===== src/rtl/jpeg_dec_pkg.sv =====
// Shared constants for the JPEG decode token path: token field layout, special
// run/value encodings, block geometry and the RLE expander state set.
package jpeg_dec_pkg;

   localparam int RUN_MSB = 15;
   localparam int RUN_LSB = 12;
   localparam int VAL_MSB = 11;

   localparam logic [15:0] EOB_TOK = 16'h0000;
   localparam logic [15:0] ZRL_TOK = 16'hF000;

   localparam int BLK_LEN = 64;
   localparam int POS_W   = 7;
   localparam int CNT_W   = 5;

   typedef enum logic [2:0] {DC, AC, ZEROS, VAL, FILL, EOS} rleState_t;

endpackage


===== src/rtl/jpeg_dectoken_rle_expand.sv =====
// Expands run/value decTokens into 64 zig-zag coefficients per block.
// Optional sticky format-error flag is built when JPEG_RLE_ERRCHK_EN is defined.
module jpeg_dectoken_rle_expand #(
   parameter int TOK_W  = 16,
   parameter int VAL_W  = 12,
   parameter int COEF_W = 16
) (
   input  logic              clock,
   input  logic              reset,
   input  logic [TOK_W-1:0]  decToken_d,
   input  logic              decToken_e,
   input  logic              decToken_v,
   output logic              decToken_b,
   output logic [COEF_W-1:0] coef_d,
   output logic              coef_e,
   output logic              coef_v,
   input  logic              coef_b,
   output logic              err
);
   import jpeg_dec_pkg::*;

   rleState_t         stateReg, stateNext;
   logic [POS_W-1:0]  posReg, posNext;
   logic [CNT_W-1:0]  cntReg, cntNext;
   logic [VAL_W-1:0]  valReg, valNext;
   logic              zrlReg, zrlNext;
   logic              eosPendReg, eosPendNext;
   logic [COEF_W-1:0] coefDReg, coefDNext;
   logic              coefEReg, coefENext;
   logic              coefVReg, coefVNext;

   logic              slotFree;
   logic              tokAccept;
   logic              posWrap;
   logic [POS_W-1:0]  posInc;
   logic [3:0]        tokRun;
   logic [VAL_W-1:0]  tokVal;
   logic [COEF_W-1:0] tokSext;
   logic [COEF_W-1:0] valSext;
   logic              isEob;
   logic              isZrl;

   assign slotFree   = !coefVReg | !coef_b;
   assign decToken_b = !(((stateReg == DC) || (stateReg == AC)) && slotFree);
   assign tokAccept  = decToken_v & !decToken_b;
   assign posWrap    = (posReg == POS_W'(BLK_LEN - 1));
   assign posInc     = posWrap ? '0 : posReg + POS_W'(1);
   assign tokRun     = decToken_d[RUN_MSB:RUN_LSB];
   assign tokVal     = decToken_d[VAL_MSB:0];
   assign tokSext    = {{(COEF_W-VAL_W){tokVal[VAL_W-1]}}, tokVal};
   assign valSext    = {{(COEF_W-VAL_W){valReg[VAL_W-1]}}, valReg};
   assign isEob      = (decToken_d == EOB_TOK);
   assign isZrl      = (decToken_d == ZRL_TOK);

   // Every AC token emits its first coefficient on the accepting edge; a wrap
   // of pos always ends the block and returns to DC, dropping any leftovers.
   always_comb begin
      stateNext   = stateReg;
      posNext     = posReg;
      cntNext     = cntReg;
      valNext     = valReg;
      zrlNext     = zrlReg;
      eosPendNext = eosPendReg;
      coefDNext   = coefDReg;
      coefENext   = coefEReg;
      coefVNext   = coefVReg;
      if (slotFree) begin
         coefVNext = 1'b0;
         coefENext = 1'b0;
         case (stateReg)
            DC: begin
               if (tokAccept) begin
                  if (decToken_e) begin
                     stateNext = EOS;
                  end else begin
                     coefVNext = 1'b1;
                     coefDNext = tokSext;
                     posNext   = POS_W'(1);
                     stateNext = AC;
                  end
               end
            end
            AC: begin
               if (tokAccept) begin
                  coefVNext = 1'b1;
                  coefDNext = '0;
                  posNext   = posInc;
                  zrlNext   = 1'b0;
                  valNext   = tokVal;
                  if (decToken_e) begin
                     eosPendNext = !posWrap;
                     stateNext   = posWrap ? EOS : FILL;
                  end else if (isEob) begin
                     stateNext = posWrap ? DC : FILL;
                  end else if (tokRun == 4'd0) begin
                     coefDNext = tokSext;
                     stateNext = posWrap ? DC : AC;
                  end else begin
                     cntNext   = isZrl ? CNT_W'(15) : CNT_W'(tokRun) - CNT_W'(1);
                     zrlNext   = isZrl;
                     if (posWrap)
                        stateNext = DC;
                     else if (!isZrl && (tokRun == 4'd1))
                        stateNext = VAL;
                     else
                        stateNext = ZEROS;
                  end
               end
            end
            ZEROS: begin
               coefVNext = 1'b1;
               coefDNext = '0;
               posNext   = posInc;
               cntNext   = cntReg - CNT_W'(1);
               if (posWrap)
                  stateNext = DC;
               else if (cntReg == CNT_W'(1))
                  stateNext = zrlReg ? AC : VAL;
            end
            VAL: begin
               coefVNext = 1'b1;
               coefDNext = valSext;
               posNext   = posInc;
               stateNext = posWrap ? DC : AC;
            end
            FILL: begin
               coefVNext = 1'b1;
               coefDNext = '0;
               posNext   = posInc;
               if (posWrap) begin
                  stateNext   = eosPendReg ? EOS : DC;
                  eosPendNext = 1'b0;
               end
            end
            EOS: begin
               coefVNext   = 1'b1;
               coefENext   = 1'b1;
               coefDNext   = '0;
               eosPendNext = 1'b0;
               stateNext   = DC;
            end
            default: stateNext = DC;
         endcase
      end
   end

   always_ff @(posedge clock) begin
      if (reset) begin
         stateReg   <= DC;
         posReg     <= '0;
         cntReg     <= '0;
         valReg     <= '0;
         zrlReg     <= 1'b0;
         eosPendReg <= 1'b0;
         coefDReg   <= '0;
         coefEReg   <= 1'b0;
         coefVReg   <= 1'b0;
      end else begin
         stateReg   <= stateNext;
         posReg     <= posNext;
         cntReg     <= cntNext;
         valReg     <= valNext;
         zrlReg     <= zrlNext;
         eosPendReg <= eosPendNext;
         coefDReg   <= coefDNext;
         coefEReg   <= coefENext;
         coefVReg   <= coefVNext;
      end
   end

   assign coef_d = coefDReg;
   assign coef_e = coefEReg;
   assign coef_v = coefVReg;

`ifdef JPEG_RLE_ERRCHK_EN
   logic errReg;
   logic zrlLastReg;
   logic dropEvt;

   // A drop is any run or value still owed when the block's last slot is emitted.
   always_comb begin
      dropEvt = 1'b0;
      if (slotFree && posWrap) begin
         case (stateReg)
            AC:      dropEvt = tokAccept & !decToken_e & (tokRun != 4'd0);
            ZEROS:   dropEvt = (cntReg != CNT_W'(1)) | !zrlReg;
            default: dropEvt = 1'b0;
         endcase
      end
   end

   always_ff @(posedge clock) begin
      if (reset) begin
         errReg     <= 1'b0;
         zrlLastReg <= 1'b0;
      end else begin
         if (dropEvt)
            errReg <= 1'b1;
         if (tokAccept) begin
            if ((stateReg == AC) && !decToken_e && isEob && zrlLastReg)
               errReg <= 1'b1;
            zrlLastReg <= (stateReg == AC) & !decToken_e & isZrl;
         end
      end
   end

   assign err = errReg;
`else
   assign err = 1'b0;
`endif

endmodule


===== config.mk =====
export PLATFORM = sky130hd
export DESIGN_NAME = jpeg_dectoken_rle_expand
export DESIGN_NICKNAME = d
export VERILOG_FILES = /design/src/rtl/jpeg_dec_pkg.sv /design/src/rtl/jpeg_dectoken_rle_expand.sv
export SDC_FILE = /design/constraint.sdc
export NUM_CORES = 1
export LEC_CHECK = 0
export CAP_MARGIN = 20
export CELL_PAD_IN_SITES_DETAIL_PLACEMENT = 1
export CELL_PAD_IN_SITES_GLOBAL_PLACEMENT = 2
export CORE_AREA = 5 5 86 88
export CTS_BUF_LIST = sky130_fd_sc_hd__clkbuf_4 sky130_fd_sc_hd__clkbuf_8
export CTS_CLUSTER_SIZE = 28
export DETAILED_ROUTE_END_ITERATION = 6
export DIE_AREA = 0 0 91 93
export DONT_BUFFER_PORTS = 1
export GPL_TIMING_DRIVEN = 0
export PLACE_DENSITY_LB_ADDON = 0.1
export SETUP_SLACK_MARGIN = 0.2
export SKIP_CTS_REPAIR_TIMING = 1
export SLEW_MARGIN = 10
export SYNTH_ARGS = -nofsm -noshare
export SYNTH_HDL_FRONTEND = slang
export SYNTH_SLANG_ARGS = --single-unit
export TNS_END_PERCENT = 50

===== constraint.sdc =====
create_clock -name clock -period 2.5 [get_ports clock]
set_input_delay 0.375 -clock clock [delete_from_list [all_inputs] [get_ports clock]]
set_output_delay 0.375 -clock clock [all_outputs]
set_load 0.01 [all_outputs]

==> results.txt, run 1 <==
Status: completed
Die Footprint: 0.00846 mm^2
First-pass GRT wire length: 12.2 mm
Mean Syn Cell Area: 8.31 um^2
Setup crit end kind: register
Flops & latches, synth: 43
Standard-cell rows: 30
Clock Skew: 0.00994 ns
I/O Buffers: 0
Vias in the first global route: 2277
Total GRT Usage: 0.178
YS warnings: 0
Final Hold Viols: 0
Synth async-reset ratio: 0
Crit path required time: 2.67 ns
Unrepaired setup endpoints after global routing: yes
Maximum vdd drop: 0.312 mV
Fmax: 475 MHz
Root buffer selected by CTS: clkbuf_8
Ant diodes: 0
Final setup fails: 0
Routability Congestion: 0.795
Area grow syn2layout: 9.48%
Vias per cell: 5.84
Critical Path Start Type: register
IO Pins: 41
Crit path max-delay family: compound AO/OA/AOI/OAI gates
DRC Markers: 0
Filler cells: 818
TritonCTS clock tree: done
Vias: 2265
Gate power share: 0.262
WL/cell: 19.6 um
Lkg Pwr: 0.00118 uW
Reg clk slew, reported paths: 0.09 ns
Synth Net Count: 328
Critical Path Most Common Cell: buf_2
Number of DRC markers in iteration 0: 111
Die Y: 93 um
Period minus WS final: 2.10 ns
DRT Wirelength: 7.62 mm
Most frequent cells in the layout: 43 x dfxtp_1, 29 x nor2_1, 27 x a21oi_1
Synth unique cells: 59
Most common cell after layout, fill and taps aside: dfxtp_1
Clk pwr share: 0.327
Worst-path fanout max: 10
Maxcap violations: 0
Sequential share of the synthesized area: 0.345
Initial Utilization: 0.380
TNS Setup: 0 ns
Synthesized area: 0.00249 mm^2
Max clock buf depth: 2
Sequential share of power: 0.411
Hold_ws: 0.219 ns
Cell Int Power: 1390 uW
Number of synthesized flops with an enable pin: 0
Share of post-route cells with drive strength above 1: 0.107
Power per cell area: 747 mW/mm^2
Post-Syn Instances: 300
Worst slew pin tran: 0.662 ns
Post-DP HPWL: 5.63 mm
Max Slew Vio Count: 0
Die span in x: 91 um
Sw Ratio: 0.320
H-tree lvl count: 2
Clock Latency Late Sink: 0.31 ns
Slew margin rel.: 0.553
Fin crit share: 0.842
Dpl cells: 380
Core region area: 0.00657 mm^2
Crit-path max cell delay: 0.36 ns
Drt pass-1 iters: 4
Initial antenna violation count: 0
Hold Crit Class: in -> reg
# nets final: 335
Antenna Nets Post-Route: 0
Crit path arrival time: 2.27 ns
Switching power: 653 uW
Grt ovf: 0
Ys flop type: dfxtp_1
Non-filler instance count after layout: 388
TritonCTS Buffers: 5
Worst path slowest cell: dfxtp_1
Worst path bufs/invs: 2
Sinks on Clock Net: 43
Crit path cell chain: buf_2 -> nor2_1 -> o21ai_1 -> nand2_1 -> buf_2 -> a221oi_1 -> a21oi_1
CP Class: reg -> reg
Largest net degree at the start of global routing: 14
-- power groups by stage --
stage / registers (uW) / logic, uW / clock network [uW]
finish: 838 / 533 / 667
global route: 851 / 582 / 721
CTS: 840 / 537 / 684
detailed placement: 856 / 534 / 0
global placement: 853 / 526 / 0
floorplan: 838 / 409 / 0
-- state kept, by name, summed over array words and instances, names as in the netlist --
signal and count:
posReg 7, cntReg 5, coef_v 1, eosPendReg 1, stateReg 3, coef_e 1
zrlReg 1, valReg 12, coef_d 12
-- worst paths after layout --
kind / start / to / slack, ns / depth (start not counted)
setup / recovery: stateReg[2]$_SDFFE_PP0P_ / coef_d[4]$_SDFFE_PP0P_ / 0.40 / 7
hold / removal: decToken_d[5] / valReg[5]$_SDFFE_PP0P_ / 0.22 / 2
setup reg to reg: stateReg[2]$_SDFFE_PP0P_ / coef_d[4]$_SDFFE_PP0P_ / 0.40 / 7
hold reg to reg: posReg[6]$_SDFFE_PP0P_ / posReg[6]$_SDFFE_PP0P_ / 0.47 / 1
-- metal layers --
layer / part of all wire / up-vias / wire, um / global-route usage
met5: 0 / - / 0 / 0
met4: 0.0080 / 0 / 61 / 0.0416
met3: 0.050 / 7 / 384 / 0.0346
met2: 0.49 / 46 / 3700 / 0.304
met1: 0.46 / 1109 / 3470 / 0.233
li1: - / 1103 / - / -
-- worst register-to-register path: cells and delay by family, from the launching register on --
kind / cells / cell delay [ns]
simple gates: 2 / 0.42
compound gates: 3 / 0.66
buf+inv: 2 / 0.53
flops: 1 / 0.36
-- per-stage QoR --
step / setup slack [ns] / utilization / cell area (um^2) / total power, uW
after detailed placement: 0.248 / 0.395 / 2590 / 1390
after floorplan: 0.632 / - / 2490 / 1250
final: 0.396 / 0.416 / 2730 / 2040
after global routing: 0.194 / 0.416 / 2730 / 2150
after CTS: 0.304 / 0.416 / 2730 / 2060
after global placement: 0.300 / 0.395 / 2590 / 1380
-- cell type report --
class,instances,area (um^2),share of cell area
multi-input cells,222,1440,0.527
flip-flops and latches,43,861,0.315
plain buffers,27,165,0.0605
well taps,80,100,0.0367
clock buffers,6,76.3,0.0280
clock inverters,2,60.1,0.0220
inverters,8,30.0,0.0110
-- kinds of logic (layout without fill, tap and decap cells) --
logic type	count (synthesis)	in the layout	share of synthesized area
muxes	12	12	0.0482
DFF	43	43	0.345
other	1	1	0.00150
and+or+nand+nor	105	105	0.214
xor gates and xnor gates	5	5	0.0176
adders and majority gates	10	10	0.0472
AOI/OAI and AO/OA	89	89	0.248
buffers and inverters	35	43	0.0783
-- synth_stat cells (all sizes together) (2+ instances only) --
| master | instances | area share |
|---|---|---|
| a21o | 16 | 0.048 |
| a21oi | 28 | 0.058 |
| a221oi | 13 | 0.046 |
| a41oi | 3 | 0.011 |
| and2 | 2 | 0.0060 |
| and2b | 2 | 0.0060 |
| and3 | 3 | 0.0075 |
| buf | 19 | 0.054 |
| clkbuf | 8 | 0.012 |
| dfxtp | 43 | 0.35 |
| ha | 7 | 0.035 |
| inv | 7 | 0.011 |
| maj3 | 3 | 0.012 |
| mux2i | 12 | 0.048 |
| nand2 | 26 | 0.039 |
| nand2b | 5 | 0.013 |
| nand3 | 6 | 0.012 |
| nand3b | 2 | 0.0060 |
| nand4 | 5 | 0.015 |
| nor2 | 29 | 0.044 |
| nor2b | 3 | 0.0075 |
| nor3 | 6 | 0.012 |
| nor3b | 2 | 0.0080 |
| nor4 | 5 | 0.013 |
| o21ai | 11 | 0.022 |
| or2 | 2 | 0.0050 |
| or3 | 3 | 0.0075 |
| or3b | 2 | 0.0070 |
| xnor2 | 3 | 0.011 |
| xor2 | 2 | 0.0070 |
Power figures use the tool's default switching activity.
==> run 2, diff against run 1 <==
- ABC_AREA: default -> 1
- CORE_AREA: 5 5 86 88 -> 5 5 88 90
- DIE_AREA: 0 0 91 93 -> 0 0 93 95
- clock period: 2.5 -> 2 ns (I/O delays scaled with it)
==> run 2 against run 1 <==
Synthesized cell count up 13%; synthesized area shrank 2.0%; clock power shrank 12%; clock skew is 0.0055 ns lower; design area shrank 1.5%; maximum frequency grew 27%; count of clock-buffer cells in the layout is 1 lower; via count decreased by 2.5%; combinational power increased by 79%; hold slack worse by 0.18 ns; sequential share of layout area rose by 0.66 points; critical endpoint is now stateReg[2]$_SDFFE_PP0P_.
==> results.txt, run 2 <==
Final core occ: 0.385
Worst Hold End: stateReg[1]$_SDFFE_PP0P_
Post-Layout Inst Area: 0.00269 mm^2
Area taken by multi-input logic gates: 0.00136 mm^2
Clk pwr share: 0.222
Hold depth: 1
Sequential share of the synthesized area: 0.352
Vias per cell: 5.15
Lkg Pwr: 0.00104 uW
Hold_sp: reset
Routability Congestion: 0.767
Mean Syn Cell Area: 7.23 um^2
Synthesized area: 0.00244 mm^2
Most common cell in the synthesized netlist: nand2_1
Biggest area consumer among synthesized cells: dfxtp_1
Share of post-route cells with drive strength above 1: 0.213
Core region area: 0.00698 mm^2
Worst R2R Start: posReg[0]$_SDFFE_PP0P_
Synth async-reset ratio: 0
TritonCTS Buffers: 5
Crit path required time: 2.23 ns
Vias in the first global route: 2207
Filler cells: 892
First-pass GRT wire length: 11.2 mm
Unrepaired setup endpoints after global routing: no
FF+latch area: 866 um^2
Final setup fails: 0
Most frequent cells in the layout: 44 x nand2_1, 39 x nor2_1, 39 x dfxtp_1
Synth Net Count: 366
Status: completed
Area grow syn2layout: 10.1%
YS warnings: 0
Critical Path Start Type: register
Total GRT Usage: 0.163
Sequential share of power: 0.419
Die Footprint: 0.00884 mm^2
Post-DP HPWL: 5.29 mm
Vias: 2209
Antenna Nets Post-Route: 0
Worst-path fanout max: 8
Period minus WS final: 1.66 ns
Final WS setup: 0.341 ns
Setup crit end kind: register
Power Total: 2660 uW
Fin crit share: 0.830
Maximum vdd drop: 0.394 mV
Flops & latches, synth: 43
Sinks on Clock Net: 43
Number of synthesized flops with an enable pin: 0
Hold Crit Class: in -> reg
Grt ovf: 0
Max clock buf depth: 2
Top cell type's share of synthesized area: 0.352
I/O Buffers: 0
Standard-cell rows: 31
Clock Latency Late Sink: 0.30 ns
TritonCTS clock tree: done
Fmax: 603 MHz
Initial antenna violation count: 0
DRC Markers: 0
R2r setup slk: 0.34 ns
Ant diodes: 0
Root buffer selected by CTS: clkbuf_8
Switching power: 1060 uW
WL/cell: 16.2 um
Maxcap violations: 0
H-tree lvl count: 2
TNS Setup: 0 ns
Crit path arrival time: 1.89 ns
Die span in x: 93 um
Place WS: 0.0933 ns
CP Class: reg -> reg
Number of DRC markers in iteration 0: 49
Die Y: 95 um
Post-Syn Instances: 338
Clock Skew: 0.00444 ns
R2R cell count: 9
IO Pins: 41
Critical R2R Capture: stateReg[2]$_SDFFE_PP0P_
Most common cell after layout, fill and taps aside: nand2_1
Gate power share: 0.359
Drt pass-1 iters: 4
Ys flop type: dfxtp_1
# nets final: 374
DRT Wirelength: 6.94 mm
Initial Utilization: 0.350
Final Hold Viols: 0
Slew margin rel.: 0.615
Largest net degree at the start of global routing: 16
Synth top cells by count: 45 x nand2_1, 43 x dfxtp_1, 41 x nor2_1, 35 x o21ai_0, 32 x a21oi_1
Max Slew Vio Count: 0
Power per cell area: 989 mW/mm^2
Reg clk slew, reported paths: 0.09 ns
Worst slew pin tran: 0.578 ns
DP Area: 0.00255 mm^2
Sw Ratio: 0.398
Cell Int Power: 1600 uW
Main area contributors after synthesis: dfxtp_1 35%, o21ai_0 7.2%, nand2_1 6.9%
Synth unique cells: 37
[run 2: changes by cell type after synthesis, moves of 6 or more]
cell      delta
nand2_1     +19
mux2i_1     -12
o21ai_1     +10
a21oi_2     +10
inv_1       +23
o21ai_0     +25
inv_2        +6
nor2_1      +12
a21o_1      -16
nand3_1     +18
a221oi_1    -13
[run 2: critical path: stages, from the launching register on]
cell and delay, ns:
dfxtp_2 0.37, ha_2 0.21, nand3_2 0.11, nor2_4 0.18, nand3_4 0.14, nand3_2 0.11
nand2_1 0.08, nor2_2 0.16, nand2_1 0.07, a21oi_1 0.15
[run 2: metrics by stage]
step	std cells	hold slack, ns
finish	429	0.0429
global placement	420	0.371
floorplan	338	0.369
detailed placement	420	0.373
global route	429	0.0372
CTS	428	0.0364
[run 2: cell type report]
class                   count  share of cell area
flip-flops and latches     43               0.322
multi-input cells         241               0.505
plain buffers              17              0.0456
clock inverters             3             0.00884
inverters                  37              0.0521
repair buffers              1             0.00279
clock buffers               5              0.0256
well taps                  82              0.0381
[run 2: worst max path at each step]
stage	to	cells past startpoint	start	slack (ns)
after floorplan	stateReg[1]$_SDFFE_PP0P_	9	posReg[0]$_SDFFE_PP0P_	0.51
after global placement	stateReg[2]$_SDFFE_PP0P_	9	posReg[0]$_SDFFE_PP0P_	0.14
after detailed placement	stateReg[2]$_SDFFE_PP0P_	9	posReg[0]$_SDFFE_PP0P_	0.09
after CTS	stateReg[2]$_SDFFE_PP0P_	9	posReg[0]$_SDFFE_PP0P_	0.07
after global routing	stateReg[1]$_SDFFE_PP0P_	9	posReg[0]$_SDFFE_PP0P_	0.20
final	stateReg[2]$_SDFFE_PP0P_	9	posReg[0]$_SDFFE_PP0P_	0.34
[run 2: power groups by stage]
stage,clock network [uW],registers (uW),logic [uW]
floorplan,0,1110,766
global placement,0,1130,949
detailed placement,0,1130,965
CTS,617,1110,970
global route,651,1130,1090
finish,590,1110,956
[run 2: metal layers]
| metal | vias up | part of all wire | global-route usage |
|---|---|---|---|
| met2 | 33 | 0.52 | 0.293 |
| met3 | 4 | 0.040 | 0.0351 |
| met1 | 1049 | 0.43 | 0.198 |
| met4 | 0 | 0.0066 | 0.0403 |
| met5 | - | 0 | 0 |
| li1 | 1123 | - | - |
[run 2: cell families after synthesis]
| group | count (synthesis) | share of synthesized area |
|---|---|---|
| compound gates | 97 | 0.234 |
| fa+ha+maj | 7 | 0.0358 |
| other cells | 1 | 0.00153 |
| simple gates | 133 | 0.259 |
| buf+inv | 54 | 0.107 |
| xor+xnor | 3 | 0.0108 |
| flops | 43 | 0.352 |
